[src/rtl/dmem_access.sv]
// Data-memory access stage: one load/store at a time over a valid/ready request + response bus.
// Optional macro DMEM_MISALIGN_TRAP_EN: misaligned H/W accesses skip the bus and pulse misalign_trap.
module dmem_access #(
  parameter int ADDR_W       = 32,
  parameter int RESP_TIMEOUT = 16
) (
  input  logic              clk,
  input  logic              rst,
  input  logic              ex_valid,
  input  logic              ex_is_load,
  input  logic              ex_is_store,
  input  logic [2:0]        ex_funct3,
  input  logic [ADDR_W-1:0] ex_addr,
  input  logic [31:0]       ex_store_data,
  input  logic [4:0]        ex_rd,
  output logic              stall,
  output logic              mem_req_valid,
  input  logic              mem_req_ready,
  output logic              mem_req_we,
  output logic [ADDR_W-1:0] mem_req_addr,
  output logic [31:0]       mem_req_wdata,
  output logic [3:0]        mem_req_wstrb,
  input  logic              mem_resp_valid,
  input  logic [31:0]       mem_resp_rdata,
  output logic              wb_load_active,
  output logic [4:0]        wb_next_rd,
  output logic [31:0]       wb_next_rd_value,
  output logic              bus_err,
  output logic              misalign_trap
);
  // state | meaning
  // IDLE  | waiting for a load/store from execute
  // REQ   | request on the bus until accepted
  // RESP  | waiting for response, timeout timer running
  // DONE  | one-cycle result/ack slot, pipeline released
  typedef enum logic [1:0] {IDLE = 2'd0, REQ = 2'd1, RESP = 2'd2, DONE = 2'd3} state_t;

  localparam int TW = (RESP_TIMEOUT > 1) ? $clog2(RESP_TIMEOUT) : 1;
  localparam logic [TW-1:0] TIMER_LOAD = TW'(RESP_TIMEOUT - 1);

  state_t            state_q, state_d;
  logic [TW-1:0]     timer_q, timer_d;
  logic [2:0]        funct3_q;
  logic [ADDR_W-1:0] addr_q;
  logic [31:0]       sdata_q;
  logic [4:0]        rd_q;
  logic              is_load_q;
  logic              load_active_q;
  logic [4:0]        next_rd_q;
  logic [31:0]       next_val_q;
  logic              bus_err_q;

  logic        accept, misalign, load_done, timeout, in_req, store_req;
  logic [1:0]  off;
  logic [7:0]  rbyte;
  logic [15:0] rhalf;
  logic [31:0] load_val, st_wdata;
  logic [3:0]  st_wstrb;

  assign accept = ex_valid & (ex_is_load | ex_is_store);
  assign off    = addr_q[1:0];

`ifdef DMEM_MISALIGN_TRAP_EN
  logic trap_q;
  assign misalign = (ex_funct3[1:0] == 2'b01) ? ex_addr[0] :
                    (ex_funct3[1] ? (ex_addr[1:0] != 2'b00) : 1'b0);
  always_ff @(posedge clk) begin
    if (rst) trap_q <= 1'b0;
    else     trap_q <= (state_q == IDLE) & accept & misalign;
  end
  assign misalign_trap = trap_q;
`else
  assign misalign      = 1'b0;
  assign misalign_trap = 1'b0;
`endif

  always_comb begin
    state_d   = state_q;
    timer_d   = timer_q;
    stall     = 1'b0;
    load_done = 1'b0;
    timeout   = 1'b0;
    case (state_q)
      IDLE: begin
        if (accept) begin
          stall   = 1'b1;
          state_d = misalign ? DONE : REQ;
        end
      end
      REQ: begin
        stall = 1'b1;
        if (mem_req_ready) begin
          state_d = RESP;
          timer_d = TIMER_LOAD;
        end
      end
      RESP: begin
        stall = 1'b1;
        if (mem_resp_valid) begin
          load_done = is_load_q;
          state_d   = DONE;
        end else if (timer_q == '0) begin
          timeout = 1'b1;
          state_d = DONE;
        end else begin
          timer_d = timer_q - TW'(1);
        end
      end
      DONE:    state_d = IDLE;
      default: state_d = IDLE;
    endcase
  end

  // funct3[1:0]: 00 byte, 01 half, anything else word; funct3[2] selects zero-extension
  always_comb begin
    rbyte    = mem_resp_rdata[{off, 3'b000} +: 8];
    rhalf    = mem_resp_rdata[{off[1], 4'b0000} +: 16];
    load_val = mem_resp_rdata;
    st_wstrb = 4'hF;
    st_wdata = sdata_q;
    case (funct3_q[1:0])
      2'b00: begin
        load_val = {{24{~funct3_q[2] & rbyte[7]}}, rbyte};
        st_wstrb = 4'b0001 << off;
        st_wdata = {4{sdata_q[7:0]}};
      end
      2'b01: begin
        load_val = {{16{~funct3_q[2] & rhalf[15]}}, rhalf};
        st_wstrb = 4'b0011 << {off[1], 1'b0};
        st_wdata = {2{sdata_q[15:0]}};
      end
      default: ;
    endcase
  end

  always_ff @(posedge clk) begin
    if (rst) begin
      state_q       <= IDLE;
      timer_q       <= '0;
      funct3_q      <= '0;
      addr_q        <= '0;
      sdata_q       <= '0;
      rd_q          <= '0;
      is_load_q     <= 1'b0;
      load_active_q <= 1'b0;
      next_rd_q     <= '0;
      next_val_q    <= '0;
      bus_err_q     <= 1'b0;
    end else begin
      state_q       <= state_d;
      timer_q       <= timer_d;
      load_active_q <= load_done & (rd_q != 5'd0);
      bus_err_q     <= timeout;
      if (state_q == IDLE && accept) begin
        funct3_q  <= ex_funct3;
        addr_q    <= ex_addr;
        sdata_q   <= ex_store_data;
        rd_q      <= ex_rd;
        is_load_q <= ex_is_load;
      end
      if (load_done) begin
        next_rd_q  <= rd_q;
        next_val_q <= load_val;
      end
    end
  end

  assign in_req    = (state_q == REQ);
  assign store_req = in_req & ~is_load_q;

  assign mem_req_valid    = in_req;
  assign mem_req_we       = store_req;
  assign mem_req_addr     = in_req ? {addr_q[ADDR_W-1:2], 2'b00} : '0;
  assign mem_req_wdata    = store_req ? st_wdata : '0;
  assign mem_req_wstrb    = store_req ? st_wstrb : '0;
  assign wb_load_active   = load_active_q;
  assign wb_next_rd       = next_rd_q;
  assign wb_next_rd_value = next_val_q;
  assign bus_err          = bus_err_q;
endmodule

[config.mk]
export PLATFORM = sky130hd
export DESIGN_NAME = dmem_access
export DESIGN_NICKNAME = d
export VERILOG_FILES = /design/src/rtl/dmem_access.sv
export SDC_FILE = /design/constraint.sdc
export NUM_CORES = 1
export LEC_CHECK = 0
export ABC_CLOCK_PERIOD_IN_PS = 2100
export CAP_MARGIN = 15
export CORE_MARGIN = 4
export CORE_UTILIZATION = 40
export DETAILED_ROUTE_END_ITERATION = 8
export PLACE_DENSITY_LB_ADDON = 0.3
export SLEW_MARGIN = 20
export SYNTH_ARGS = -nofsm -noshare
export SYNTH_HDL_FRONTEND = slang
export SYNTH_SLANG_ARGS = --single-unit
[constraint.sdc]
create_clock -name clk -period 2.1 [get_ports clk]
set_clock_uncertainty 0.2 [all_clocks]
set_input_delay 0.21 -clock clk [delete_from_list [all_inputs] [get_ports clk]]
set_output_delay 0.21 -clock clk [all_outputs]
set_load 0.01 [all_outputs]
==> results summary <==
The worst register-to-register path ends at wb_next_rd_value[31]. The critical-path cell with the highest stage delay is sky130_fd_sc_hd__dfxtp_2. The post-layout net count is 1079.

The detailed-route vias per instance is between 5 and 6. STA classifies the critical path endpoint as an output pin. The number of warning messages in the yosys log is 0. The die covers 15920 µm². The worst setup path is of the reg -> out kind. The final clock period utilization by the worst path is 0.9682.

The library cell used most frequently in the layout, excluding fill and tap cells, is sky130_fd_sc_hd__nand2_1. The number of iterations in the first detailed-routing pass came out at 4. The max-slew violation count was 0. The placeable core region came out at 13450 µm². The largest net degree at the start of global routing is 55. The later pin in the worst-skew pair is clocked with a latency of 0.41 ns. TritonCTS built the clock tree.

The number of H-tree branching levels is 4. The number of unique standard cell types used by synthesis came out at 42. The prevailing post-synth register cell is sky130_fd_sc_hd__dfxtp_1.

In the final routed layout, each cell accounts on average for 16.00 µm. After synthesis the cells add up to 5584 µm². The number of top-level design ports came out at 222.

The starting DRC count in detailed routing came out at about 370. The final core utilization is 0.6461. The headroom to the max-slew limit is 0.6556. The number of global-route vias before repair came out at 5742. The total congestion overflow came out at 0. The path type of the worst min-delay path is in -> reg. The number of cells on the worst hold path came out at 2. The share of layout cells above drive strength 1 came out at 0.1644.

The post-detailed-route DRC marker count is 0. The portion of the post-synthesis area used by sequential elements came out at 0.4230. The worst register-to-register path begins at state_q[0]. The final RePlAce weighted congestion is 0.8070.

0 antenna diodes ended up in the layout. After floorplanning, the core was divided into 42 placement rows. The maximum vdd ir drop is 0.6065 mV.

Setup repair after global routing could not meet its margin everywhere. The number of antenna violations at the first check in global routing is 0. Detailed routing inserted a total of 5885 vias. The post-detailed-placement half-perimeter wirelength is 13120 µm. The number of buffers on the longest clock path is 2. The count of state elements after synthesis came out at 118. The ratio of total power to cell area came out at 1027 nW/µm². Summing all flip-flop and latch instances after layout gives 2374 µm². The final hold violation count is 0. The wire length of the first global-routing pass came out at 29060 µm. The number of sinks handled by clock tree synthesis is 118. Across all register-to-register paths, the minimum setup slack is 0.12 ns. The largest driver fanout on the critical path is 10. The height of the die came out at 126.2 µm.

The total instance count after detailed placement came out at 1118. The clock buffer count from CTS is 17. The number of maximum-capacitance constraint violations came out at 0.

The leakage power summed over all cells is 3.341 nW. The largest single stage delay on the critical path is 0.32 ns. After synthesis, the mean cell area works out to 7.567 µm². For this run, asynchronously set or reset flops after synthesis account for 0.

The share of Yosys cell area claimed by the top area cell type came out at 0.4230. The total of hold buffers inserted after clock tree synthesis came out at 0. The path with the worst hold slack has its endpoint at wb_next_rd_value[1]. The critical path goes through inv_2, ha_4, nand2b_4, buf_4, nor2_1, clkdlybuf4s15_1.

The area added between synthesis and finish came out at 55.66%. The worst hold path begins at rst. Static timing analysis puts the maximum clock frequency at 491.8 MHz.

The kind of launch point of the worst setup path is a flip-flop. The number of standard cells after synthesis is 738. The count of buffers from port buffering came out at 218. The multi-input combinational cell area came out at around 3000 µm². Yosys attributes the largest share of cell area to sky130_fd_sc_hd__dfxtp_1 42%, sky130_fd_sc_hd__nand2_1 13%, sky130_fd_sc_hd__a21oi_1 8.8%. The final critical delay including setup and external delays is roughly 2 ns. At the worst endpoint, the arrival time is 1.62 ns.

The synthesized design contains 0 enable-type register cells. The initial cell density of the core came out at 0.4151. The run finished with clean final reports.

The transition at the pin with the smallest max-transition slack came out at slightly above 0.5 ns. The number of cells in the finished layout apart from fillers came out at 1149. Leaving out fill and tap cells, the most frequent cells in the layout are 189 x sky130_fd_sc_hd__nand2_1, 148 x sky130_fd_sc_hd__clkdlybuf4s50_1, 113 x sky130_fd_sc_hd__dfxtp_1. The buffer cell driving the clock tree root is sky130_fd_sc_hd__clkbuf_16.

The data required time of the critical path came out at 1.69 ns. The clock transition at the registers of the reported paths is ~0.06 ns. The post-synthesis cell type with the largest combined area is sky130_fd_sc_hd__dfxtp_1. The fill cell instance count of the final layout came out at 1215. The count of final setup violators is 0.

The sum of routed wire length over all layers is 18390 µm. The number of nets with antenna violations after detailed routing is 0. The horizontal die dimension came out at 126.2 µm.

Across every metal layer, demand over resource in global routing totals 0.2251. The worst register-to-register path has a depth of 8.
how the worst max path moves through the flow:
stage | start | end | slack, ns | cells after the start
final | state_q[1] | mem_req_wdata[22] | 0.07 | 6
after CTS | state_q[1] | mem_req_wdata[7] | 0.00005 | 7
after floorplan | addr_q[0] | wb_next_rd_value[20] | 0.15 | 5
after global routing | state_q[0] | wb_next_rd_value[25] | -0.003 | 7
after detailed placement | mem_resp_rdata[23] | wb_next_rd_value[25] | -0.11 | 6
after global placement | mem_resp_rdata[23] | wb_next_rd_value[30] | -0.05 | 6
state kept, by name, indices dropped and copies added (netlist names), 2 cells and up:
register	cells
rd_q	5
sdata_q	32
state_q	2
funct3_q	3
timer_q	4
wb_next_rd_value	32
wb_next_rd	5
addr_q	32
cells in the mapped netlist, types with 3 or more instances:
cell type,n
sky130_fd_sc_hd__buf_2,12
sky130_fd_sc_hd__nor2_1,76
sky130_fd_sc_hd__a21oi_1,98
sky130_fd_sc_hd__buf_4,3
sky130_fd_sc_hd__nor3b_1,10
sky130_fd_sc_hd__o21ai_0,13
sky130_fd_sc_hd__dfxtp_1,118
sky130_fd_sc_hd__nand2_1,189
sky130_fd_sc_hd__nor2b_1,6
sky130_fd_sc_hd__inv_1,16
sky130_fd_sc_hd__ha_1,6
sky130_fd_sc_hd__or3_1,3
sky130_fd_sc_hd__and2_1,38
sky130_fd_sc_hd__a22o_1,7
sky130_fd_sc_hd__a211oi_1,24
sky130_fd_sc_hd__a221oi_1,8
sky130_fd_sc_hd__mux2i_1,26
sky130_fd_sc_hd__clkbuf_1,41
sky130_fd_sc_hd__a22oi_1,14
final cells by class:
| cell class | instances | area share |
|---|---|---|
| Sequential cell | 118 | 0.2731 |
| Clock inverter | 9 | 0.01986 |
| Multi-Input combinational cell | 547 | 0.3459 |
| Tap cell | 176 | 0.02533 |
| Clock buffer | 21 | 0.05528 |
| Inverter | 16 | 0.006909 |
| Timing Repair Buffer | 262 | 0.2736 |
critical path, delay by kind of cell (launching register included):
family	cells	cell delay, ns
simple gates	2	0.23
flops	1	0.32
fa+ha+maj	1	0.15
buf+inv	3	0.51
cell families (layout without fill, tap and decap cells):
kind of cell,Yosys count,after routing,synth area share
adders and majority gates,6,6,0.01344
muxes,28,28,0.05265
buffers and inverters,75,308,0.05647
AOI/OAI and AO/OA,172,172,0.1884
DFF,118,118,0.4230
and+or+nand+nor,338,338,0.2653
other,1,3,0.0006715
through the flow:
stage | worst slack [ns] | instance area (µm²) | TNS [ns] | hold WS, ns | power [mW]
after CTS | 0.00005440 | 8875 | 0 | 0.02592 | 8.907
final | 0.06673 | 8692 | 0 | 0.03546 | 8.923
after floorplan | 0.1517 | 5592 | 0 | 0.1460 | 4.310
after detailed placement | -0.1099 | 8205 | -1.882 | 0.2426 | 5.691
after global routing | -0.002973 | 8692 | -0.006816 | 0.05922 | 9.418
after global placement | -0.05363 | 8205 | -0.8179 | 0.2370 | 5.661
power by group:
| part | switching, mW | internal [mW] |
|---|---|---|
| clock | 1.00 | 2.21 |
| sequential | 0.222 | 2.55 |
| combinational | 1.57 | 1.37 |
| total | 2.79 | 6.13 |
repair_timing:
action                                  in CTS  in global routing
pin swaps                                    1                  1
buffers inserted                             1                  0
endpoints found under the setup margin      69                 92
resized for setup                          124                102
metal layers:
layer	track usage	up-vias	share of wire	routed length (µm)
met1	0.2634	2703	0.41	7508
li1	-	2917	-	-
met4	0.07129	0	0.022	412
met5	0	-	0	0
met3	0.09060	28	0.097	1782
met2	0.3778	237	0.47	8685
(Power assumes the default switching activity.)
